===== src/rtl/pb_spi_multi.sv =====
`default_nettype none
// ============================================================================
//  Module   : pb_spi_multi
//  Purpose  : PicoBlaze port-bus SPI master with TX/RX FIFOs, all four
//             CPOL/CPHA modes, MSB/LSB-first framing, programmable SCK
//             divider and up to eight chip selects with automatic assertion.
//  Ports    : clk, reset                  - clock, synchronous active-high reset
//             port_id, data_in, data_out  - PicoBlaze port bus (registered read)
//             read_strobe, write_strobe   - one-cycle bus qualifiers
//             interrupt                   - registered level interrupt
//             sck_o, mosi_o, miso_i       - SPI bus
//             ncs_o[NCS-1:0]              - active-low chip selects
//  Revision : 1.0 - initial release
// ============================================================================
module pb_spi_multi #(
    parameter logic [7:0] BASE_ADDRESS = 8'h00,
    parameter int         FIFO_DEPTH   = 4,
    parameter int         NCS          = 2,
    parameter logic [7:0] DIV_RESET    = 8'd3
) (
    input  logic           clk,
    input  logic           reset,
    input  logic [7:0]     port_id,
    input  logic [7:0]     data_in,
    output logic [7:0]     data_out,
    input  logic           read_strobe,
    input  logic           write_strobe,
    output logic           interrupt,
    output logic           sck_o,
    output logic           mosi_o,
    input  logic           miso_i,
    output logic [NCS-1:0] ncs_o
);
    localparam int              c_aw   = $clog2(FIFO_DEPTH);
    localparam int              c_cw   = c_aw + 1;
    localparam logic [c_cw-1:0] c_full = c_cw'(FIFO_DEPTH);

    localparam logic [1:0] c_st_idle  = 2'd0;
    localparam logic [1:0] c_st_load  = 2'd1;
    localparam logic [1:0] c_st_shift = 2'd2;

    localparam logic [7:0] c_a_ctrl = BASE_ADDRESS;
    localparam logic [7:0] c_a_div  = BASE_ADDRESS + 8'd1;
    localparam logic [7:0] c_a_cs   = BASE_ADDRESS + 8'd2;
    localparam logic [7:0] c_a_stat = BASE_ADDRESS + 8'd3;
    localparam logic [7:0] c_a_data = BASE_ADDRESS + 8'd4;

    // Registers
    logic [6:0] r_ctrl;
    logic [7:0] r_div;
    logic [2:0] r_cs_sel;
    logic       r_cs_force;
    logic       r_tx_ovf, r_done, r_rx_ovf;
    logic [7:0] r_data_out;
    logic       r_irq;

    // FIFOs
    logic [7:0]      r_tx_mem [FIFO_DEPTH];
    logic [7:0]      r_rx_mem [FIFO_DEPTH];
    logic [c_aw-1:0] r_tx_wp, r_tx_rp, r_rx_wp, r_rx_rp;
    logic [c_cw-1:0] r_tx_cnt, r_rx_cnt;

    // Engine
    logic [1:0] r_state;
    logic [7:0] r_tx_sr, r_rx_sr;
    logic [7:0] r_hp_cnt, r_div_l;
    logic [3:0] r_hp_idx;
    logic       r_cpha_l, r_lsb_l;
    logic       r_sck, r_mosi;

    logic       w_tx_empty, w_tx_full, w_rx_empty, w_rx_full, w_busy;
    logic       w_wr_data, w_wr_stat, w_tx_push, w_tx_pop, w_rx_push, w_rx_pop;
    logic       w_tx_ovf_set, w_rx_ovf_set, w_done_set;
    logic       w_tc, w_last, w_leading, w_sample, w_shift;
    logic [7:0] w_rx_byte, w_status, w_rd_mux;

    assign w_tx_empty = (r_tx_cnt == '0);
    assign w_tx_full  = (r_tx_cnt == c_full);
    assign w_rx_empty = (r_rx_cnt == '0);
    assign w_rx_full  = (r_rx_cnt == c_full);
    assign w_busy     = (r_state != c_st_idle) || (r_ctrl[0] && !w_tx_empty);

    assign w_wr_data    = write_strobe && (port_id == c_a_data);
    assign w_wr_stat    = write_strobe && (port_id == c_a_stat);
    assign w_tx_push    = w_wr_data && !w_tx_full;
    assign w_tx_ovf_set = w_wr_data && w_tx_full;
    assign w_tx_pop     = (r_state == c_st_load);
    assign w_rx_pop     = read_strobe && (port_id == c_a_data) && !w_rx_empty;

    // Half-period bookkeeping: even half-period index ends on a leading edge.
    assign w_tc      = (r_state == c_st_shift) && (r_hp_cnt == r_div_l);
    assign w_last    = w_tc && (r_hp_idx == 4'd15);
    assign w_leading = ~r_hp_idx[0];
    assign w_sample  = w_tc && (r_cpha_l ? ~w_leading : w_leading);
    // CPHA=1 holds the bit presented in LOAD across the first leading edge.
    assign w_shift   = w_tc && (r_cpha_l ? (w_leading && (r_hp_idx != 4'd0)) : ~w_leading);

    // Final CPHA=1 sample lands on the same cycle as the RX push.
    always_comb begin
        w_rx_byte = r_rx_sr;
        if (w_sample) begin
            w_rx_byte = r_lsb_l ? {miso_i, r_rx_sr[7:1]} : {r_rx_sr[6:0], miso_i};
        end
    end

    assign w_rx_push    = w_last && !w_rx_full;
    assign w_rx_ovf_set = w_last && w_rx_full;
    assign w_done_set   = w_last && w_tx_empty && !w_tx_push;

    assign w_status = {r_tx_ovf, r_done, r_rx_ovf, w_rx_full,
                       w_rx_empty, w_tx_empty, w_tx_full, w_busy};

    always_comb begin
        w_rd_mux = 8'h00;
        if (port_id == c_a_ctrl)      w_rd_mux = {1'b0, r_ctrl};
        else if (port_id == c_a_div)  w_rd_mux = r_div;
        else if (port_id == c_a_cs)   w_rd_mux = {r_cs_force, 4'b0000, r_cs_sel};
        else if (port_id == c_a_stat) w_rd_mux = w_status;
        else if (port_id == c_a_data) w_rd_mux = w_rx_empty ? 8'h00 : r_rx_mem[r_rx_rp];
    end

    // Control/status registers and bus read path
    always_ff @(posedge clk) begin
        if (reset) begin
            r_ctrl     <= '0;
            r_div      <= DIV_RESET;
            r_cs_sel   <= '0;
            r_cs_force <= 1'b0;
            r_tx_ovf   <= 1'b0;
            r_done     <= 1'b0;
            r_rx_ovf   <= 1'b0;
            r_data_out <= 8'h00;
            r_irq      <= 1'b0;
        end else begin
            if (write_strobe && (port_id == c_a_ctrl)) r_ctrl <= data_in[6:0];
            if (write_strobe && (port_id == c_a_div))  r_div  <= data_in;
            if (write_strobe && (port_id == c_a_cs)) begin
                r_cs_sel   <= data_in[2:0];
                r_cs_force <= data_in[7];
            end
            // Sticky flags: a set in the same cycle as a clear wins.
            if (w_tx_ovf_set)                 r_tx_ovf <= 1'b1;
            else if (w_wr_stat && data_in[7]) r_tx_ovf <= 1'b0;
            if (w_done_set)                   r_done   <= 1'b1;
            else if (w_wr_stat && data_in[6]) r_done   <= 1'b0;
            if (w_rx_ovf_set)                 r_rx_ovf <= 1'b1;
            else if (w_wr_stat && data_in[5]) r_rx_ovf <= 1'b0;
            r_irq      <= (r_ctrl[5] && r_done) || (r_ctrl[6] && !w_rx_empty);
            r_data_out <= w_rd_mux;
        end
    end

    // FIFO storage (no reset needed; occupancy is tracked by the pointers)
    always_ff @(posedge clk) begin
        if (w_tx_push) r_tx_mem[r_tx_wp] <= data_in;
        if (w_rx_push) r_rx_mem[r_rx_wp] <= w_rx_byte;
    end

    always_ff @(posedge clk) begin
        if (reset) begin
            r_tx_wp  <= '0;
            r_tx_rp  <= '0;
            r_tx_cnt <= '0;
            r_rx_wp  <= '0;
            r_rx_rp  <= '0;
            r_rx_cnt <= '0;
        end else begin
            if (w_tx_push) r_tx_wp <= r_tx_wp + 1'b1;
            if (w_tx_pop)  r_tx_rp <= r_tx_rp + 1'b1;
            if (w_tx_push && !w_tx_pop)      r_tx_cnt <= r_tx_cnt + 1'b1;
            else if (!w_tx_push && w_tx_pop) r_tx_cnt <= r_tx_cnt - 1'b1;
            if (w_rx_push) r_rx_wp <= r_rx_wp + 1'b1;
            if (w_rx_pop)  r_rx_rp <= r_rx_rp + 1'b1;
            if (w_rx_push && !w_rx_pop)      r_rx_cnt <= r_rx_cnt + 1'b1;
            else if (!w_rx_push && w_rx_pop) r_rx_cnt <= r_rx_cnt - 1'b1;
        end
    end

    // Shift engine
    always_ff @(posedge clk) begin
        if (reset) begin
            r_state  <= c_st_idle;
            r_tx_sr  <= '0;
            r_rx_sr  <= '0;
            r_hp_cnt <= '0;
            r_hp_idx <= '0;
            r_div_l  <= '0;
            r_cpha_l <= 1'b0;
            r_lsb_l  <= 1'b0;
            r_sck    <= 1'b0;
            r_mosi   <= 1'b0;
        end else begin
            case (r_state)
                c_st_idle: begin
                    r_sck <= r_ctrl[1];
                    // A push in this very cycle already counts, so LOAD
                    // follows the push edge directly.
                    if (r_ctrl[0] && (!w_tx_empty || w_tx_push)) r_state <= c_st_load;
                end
                c_st_load: begin
                    r_tx_sr  <= r_tx_mem[r_tx_rp];
                    r_mosi   <= r_ctrl[3] ? r_tx_mem[r_tx_rp][0] : r_tx_mem[r_tx_rp][7];
                    r_cpha_l <= r_ctrl[2];
                    r_lsb_l  <= r_ctrl[3];
                    r_div_l  <= r_div;
                    r_sck    <= r_ctrl[1];
                    r_rx_sr  <= '0;
                    r_hp_cnt <= '0;
                    r_hp_idx <= '0;
                    r_state  <= c_st_shift;
                end
                c_st_shift: begin
                    if (w_tc) begin
                        r_hp_cnt <= '0;
                        r_hp_idx <= r_hp_idx + 4'd1;
                        r_sck    <= ~r_sck;
                        if (w_last) r_state <= c_st_idle;
                    end else begin
                        r_hp_cnt <= r_hp_cnt + 8'd1;
                    end
                    if (w_sample) r_rx_sr <= w_rx_byte;
                    if (w_shift) begin
                        if (r_lsb_l) begin
                            r_tx_sr <= {1'b0, r_tx_sr[7:1]};
                            r_mosi  <= r_tx_sr[1];
                        end else begin
                            r_tx_sr <= {r_tx_sr[6:0], 1'b0};
                            r_mosi  <= r_tx_sr[6];
                        end
                    end
                end
                default: r_state <= c_st_idle;
            endcase
        end
    end

    // Chip selects; SEL values beyond NCS match no output.
    always_comb begin
        ncs_o = '1;
        for (int i = 0; i < NCS; i++) begin
            if ((r_cs_sel == i[2:0]) && (r_cs_force || (r_ctrl[4] && w_busy))) ncs_o[i] = 1'b0;
        end
    end

    assign data_out  = r_data_out;
    assign interrupt = r_irq;
    assign sck_o     = r_sck;
    assign mosi_o    = r_mosi;

endmodule
`default_nettype wire


===== config.mk =====
export PLATFORM = sky130hd
export DESIGN_NAME = pb_spi_multi
export DESIGN_NICKNAME = d
export VERILOG_FILES = /design/src/rtl/pb_spi_multi.sv
export SDC_FILE = /design/constraint.sdc
export NUM_CORES = 1
export LEC_CHECK = 0
export ABC_CLOCK_PERIOD_IN_PS = 6670
export BUFFER_PORTS_ARGS = -buffer_cell sky130_fd_sc_hd__buf_4
export CAP_MARGIN = 20
export CORE_UTILIZATION = 41
export CTS_BUF_LIST = sky130_fd_sc_hd__clkbuf_16
export CTS_CLUSTER_DIAMETER = 120
export DETAILED_ROUTE_END_ITERATION = 8
export PLACE_DENSITY = 0.64
export SLEW_MARGIN = 20
export SYNTH_ARGS = -nofsm -noshare
export SYNTH_HDL_FRONTEND = slang
export SYNTH_SLANG_ARGS = --single-unit

===== constraint.sdc =====
create_clock -name clk -period 6.67 [get_ports clk]
set_input_delay 1.0005 -clock clk [delete_from_list [all_inputs] [get_ports clk]]
set_output_delay 1.0005 -clock clk [all_outputs]
set_load 0.01 [all_outputs]

After elaboration in Yosys (flattened, before gate mapping):

Memories as Yosys holds them, arrays and structs flattened. A register that Yosys moved wholly into a read port is not among the register bits.
Cells that the tools add are included.

* bits in registers: 87
* latch bits: 0
* bits in writable memories: 64
* ROM bits: 0
* input bits: 21
* output and inout bits: 13
* logic and storage cells: 170
* memories: 2

* add/subtract/negate cells: 10
* multipliers: 0
* divide/modulo/power cells: 0
* $lt $le $gt $ge: 0
* equal/unequal tests: 16
* shifts and indexed selects: 0
* mux-type cells: 49
* bitwise logic cells: 2
* reductions and logical operators: 65

Memories
* r_rx_mem: depth 4, width 8, rd ports 1, clocked after memory_dff 1, wr ports 1, line 59 `logic [7:0] r_rx_mem [FIFO_DEPTH];`
* r_tx_mem: depth 4, width 8, rd ports 1, clocked after memory_dff 1, wr ports 1, line 58 `logic [7:0] r_tx_mem [FIFO_DEPTH];`

Operators by type and width (number)
* $mux 8: 11
* $pmux 8 s2: 3
* $logic_and 1x1->1: 32
* $mux 1: 18
* $eq 8x2->1 const B: 2
* $reduce_bool 2->1: 8
* $mux 2: 7
* $mux 3: 4
* $ne 2x2->1 const B: 5
* $logic_not 3->1: 3
* $add 2x1->2 const B: 4
* $add 8x1->8 const B: 1
* $eq 8x1->1 const B: 1
* $eq 8x3->1 const B: 1
* $eq 8x8->1: 1
* $logic_not 1->1: 8
* $logic_not 8->1: 1
* $pmux 4 s2: 1
* $reduce_and 2->1: 4
* $mux 7: 1
* $add 3x1->3 const B: 2
* $eq 3x3->1 const B: 2
* $pmux 2 s3: 1
* $sub 3x1->3 const B: 2
* 13 further kinds: 19

Longest topological paths before layout:

* word-level depth: 8
* depth in mapped cells: 11
* mapped depth without buffers: 10

Worst setup path before layout:

OpenSTA, ideal clock, no wires.

* path type: input to register
* start point: input port port_id[0]
* end point: register r_tx_cnt[2]
* setup time: 0.071 ns
* data arrival time: 3.054 ns
* required time: 6.599 ns
* setup slack: 3.545 ns
* cell stages on the path: 10
* buffers on the path: 1
* cells stage by stage: clkbuf_1 > nor2b_1 > nand4_1 > nor2_2 > ha_1 > inv_1 > fa_1 > xor2_1 > or3_1 > a21oi_1

* cells in the longest elaborated chain, start to end: 6
* elaborated cells on any way between the ends: 8
* classes of those cells: eq/ne: 1; mux: 1; reduce/logical: 6

RTL lines
* from (decl): line 23 `input logic [7:0] port_id,`
* $eq 8x3->1 (*): line 83 `assign w_wr_data = write_strobe && (port_id == c_a_data);`
* $logic_and 1x1->1 (*): line 83
* $logic_and 1x1->1 (*): line 85 `assign w_tx_push = w_wr_data && !w_tx_full;`
* via w_tx_push: line 72 `logic w_wr_data, w_wr_stat, w_tx_push, w_tx_pop, w_rx_push, w_rx_pop;`
* $logic_not 1->1: line 171 `else if (!w_tx_push && w_tx_pop) r_tx_cnt <= r_tx_cnt - 1'b1;`
* $logic_and 1x1->1: line 171
* $reduce_bool 2->1 (no line)
* to (signal assigned): line 170 `if (w_tx_push && !w_tx_pop) r_tx_cnt <= r_tx_cnt + 1'b1;`
* to (signal assigned): line 171
* to (decl): line 61 `logic [c_cw-1:0] r_tx_cnt, r_rx_cnt;`

The timed path passes the listed nets; every way through them passes the cells marked *.
A chain may end at the register's enable or synchronous reset.

Worst setup path in the final report:

* start point: input port port_id[1]
* end point: register r_tx_cnt[2]

Same word-level chain as after synthesis.

==> results.py <==
metrics = {
    "run_status": {
        "outcome": "completed",
    },
    "cts": {
        "holdBufCountCts": 0,
        "clockBufferDepth": 2,
        "htree_levels": 4,
        "cts_inserted_buffers": 17,
        "postCtsSetupRepairBufs": 0,
        "clockRootBuffer": "clkbuf_16",
        "clock_latency_ps": 420,
        "cts_tree": "built",
        "cts_resized": 0,
        "clk_pin_slew_ps": 60,
        "cts.sinks": 155,
    },
    "detailed_routing": {
        "num_vias": 4712,
        "drt_first_pass_iters": 4,
        "ant_nets": 0,
        "vias_per_cell": 5.40,
        "drtIter0Drc": 195,
        "post_drt_wl_per_cell_um": 17.6,
        "drc": 0,
        "drt-total-wl_um": 15400,
    },
    "global_route": {
        "grt_pass1_vias": 4736,
        "grt_first_pass_wirelength_um": 24800,
        "overflow": 0,
        "track_usage_pct": 18.5,
        "grt_max_degree": 88,
        "antenna_found_initial": 0,
    },
    "pwr": {
        "p_switching_w": 0.000392,
        "seqPwrFrac_pct": 51.9,
        "internal-power_w": 0.00150,
        "p_leak_nw": 2.91,
        "pwr-share-clk_pct": 45.8,
        "power_density_mw_per_mm2": 239,
        "switching_share_pct": 20.7,
        "p_comb_share_pct": 2.3,
        "ir_worst_vdd_mv": 0.194,
    },
    "floorplanning": {
        "fp.dieH_um": 133,
        "dieWidth_um": 133,
        "core_area_mm2": 0.0166,
        "rows": 47,
        "num_io_pins": 34,
        "start_util_pct": 42.2,
        "dieArea_mm2": 0.0177,
    },
    "logic_synthesis": {
        "syn_avg_cell_area_um2": 11.3,
        "ys.flop_type": "dfxtp_1",
        "synth_common_cells": "dfxtp_1, nor2_1, edfxtp_1",
        "netlist_top_cells_area": "edfxtp_1, dfxtp_1, mux2i_1",
        "syn_nets": 659,
        "ys_seq_area_share_pct": 53.3,
        "yosysTopAreaCell": "edfxtp_1",
        "syn_inst": 620,
        "yosysMostFrequentCell": "dfxtp_1",
        "ys.warnings.count": 0,
        "synthArstFlopShare_pct": 0,
        "netlist.area_leader.share_pct": 27.4,
        "synth.distinct_cells": 64,
        "ys_ff_latch": 155,
        "synth.cell_area_mm2": 0.00702,
        "synth_edf_count": 64,
    },
    "timing": {
        "fin_skew_ps": 6.81,
        "slew_headroom_pct": 33.5,
        "worst_pin_slew_ps": 994,
        "finalSetupTns_ps": 0,
        "finalSetupViolations": 0,
        "finalCritPeriodShare_pct": 47.0,
        "layout_min_cycle_time_ps": 3130,
        "hold_viol": 0,
        "fmax_ghz": 0.319,
        "rsz0062_at_grt": "false",
        "slew_violations": 0,
    },
    "critical_path": {
        "crit_type": "primary input to flop",
        "reg2reg_slack_ps": 3620,
        "critPathMaxFanout": 12,
        "critPathLaunchType": "primary input",
        "end_kind": "flop",
        "reg2reg_from": "r_hp_idx[0]",
        "cp-startpoint": "port_id[1]",
        "crit_end": "r_tx_cnt[2]",
        "worstRegToRegCells": 10,
        "r2r_end": "r_rx_cnt[2]",
        "critPathArrivalTime_ps": 3480,
        "required_ps": 7020,
    },
    "placed_design": {
        "hpwl_um": 10700,
        "port_buffers": 33,
        "placed_area_mm2": 0.00741,
        "place_congestion": 0.878,
    },
    "layout": {
        "layout.nets": 679,
        "design_area_mm2": 0.00795,
        "areaGrowthSynthToFinish_pct": 13.1,
        "insertedDiodeCount": 0,
        "layout-drive-gt1-share_pct": 15.9,
    },
    "run": {
        "drv_cap": 0,
    },
    "min_path": {
        "hp-class": "flop to flop",
    },
}
cells by family after synthesis:
kind of cell | after synthesis | synth area share [%]
xor+xnor | 24 | 3.42
buf+inv | 52 | 3.05
flops | 155 | 53.3
compound gates | 75 | 6.57
simple gates | 222 | 16.7
mux | 74 | 13.6
fa+ha+maj | 18 | 3.42
how the worst min path moves through the flow:
stage               end      from  cells after the start  slack (ps)
3_5_place_dp     mosi_o    mosi_o                      2         450
3_3_place_gp   r_tx_ovf  r_tx_ovf                      2         450
6_report         mosi_o    mosi_o                      2         460
5_1_grt        r_rx_ovf  r_rx_ovf                      2         490
4_1_cts          mosi_o    mosi_o                      2         460
2_1_floorplan  r_rx_ovf  r_rx_ovf                      2         430
stage by stage:
stage          hold WS (ps)  total power, W  cells  util [%]  setup slack (ps)
3_5_place_dp            453         0.00105    841      44.5              3120
2_1_floorplan           432         0.00103    620         -              3550
6_report                459         0.00190    873      47.7              3540
5_1_grt                 494         0.00196    873      47.7              3360
4_1_cts                 461         0.00191    873      47.7              3570
3_3_place_gp            446         0.00105    841      44.5              3220
critical path: stages:
cell and delay (ps):
buf_4 160, nor4_1 450, nand4_1 280, nor2_2 300
ha_1 230, inv_1 60, fa_1 370, xor2_1 180
or3_1 310, a21oi_1 130
cell type report:
class                      count  area (um^2)
clock inverter                13         61.3
sequential                   155         3740
fill                        1513         8700
inverter                      20         75.1
timing repair buffer          33          248
multi-input combinational    413         3070
tap                          220          275
clock buffer                  19          475
cells in the final DEF (no fill, tap or decap), types with 4 or more instances in the layout:
cell / instances
a21oi_1: 31
a31oi_1: 5
and2_1: 12
and3_1: 5
buf_4: 33
clkbuf_16: 19
dfxtp_1: 91
edfxtp_1: 64
ha_1: 16
inv_1: 24
mux2_2: 9
mux2i_1: 47
mux4_2: 16
nand2_1: 46
nand3_1: 24
nand4_1: 15
nor2_1: 71
nor2b_1: 5
nor3_1: 13
nor3_2: 4
o21ai_0: 12
o21ai_1: 7
o22ai_1: 5
or3_1: 5
xnor2_1: 10
xnor2_2: 4
xor2_1: 10
power by group through the flow:
stage	clock network, W	logic, W	registers [W]
3_3_place_gp	0	0.0000420	0.00100
6_report	0.000868	0.0000436	0.000984
4_1_cts	0.000887	0.0000433	0.000984
2_1_floorplan	0	0.0000226	0.00100
3_5_place_dp	0	0.0000433	0.00100
5_1_grt	0.000928	0.0000471	0.000984
registers in the layout, indices dropped and copies added, names as in the netlist, 3 cells and up, named ones only:
signal	flops
r_rx_mem	32
r_tx_mem	32
data_out	8
r_div	8
r_div_l	8
r_hp_cnt	8
r_rx_sr	8
r_tx_sr	8
r_ctrl	7
r_hp_idx	4
r_cs_sel	3
r_rx_cnt	3
r_tx_cnt	3
routing by layer:
metal	GRT usage (%)	wire length (um)
met2	30.9	7710
met1	22.6	6800
met5	0	0
met4	8.68	408
met3	4.21	468
Note: power is estimated with default switching activity, not from simulation.
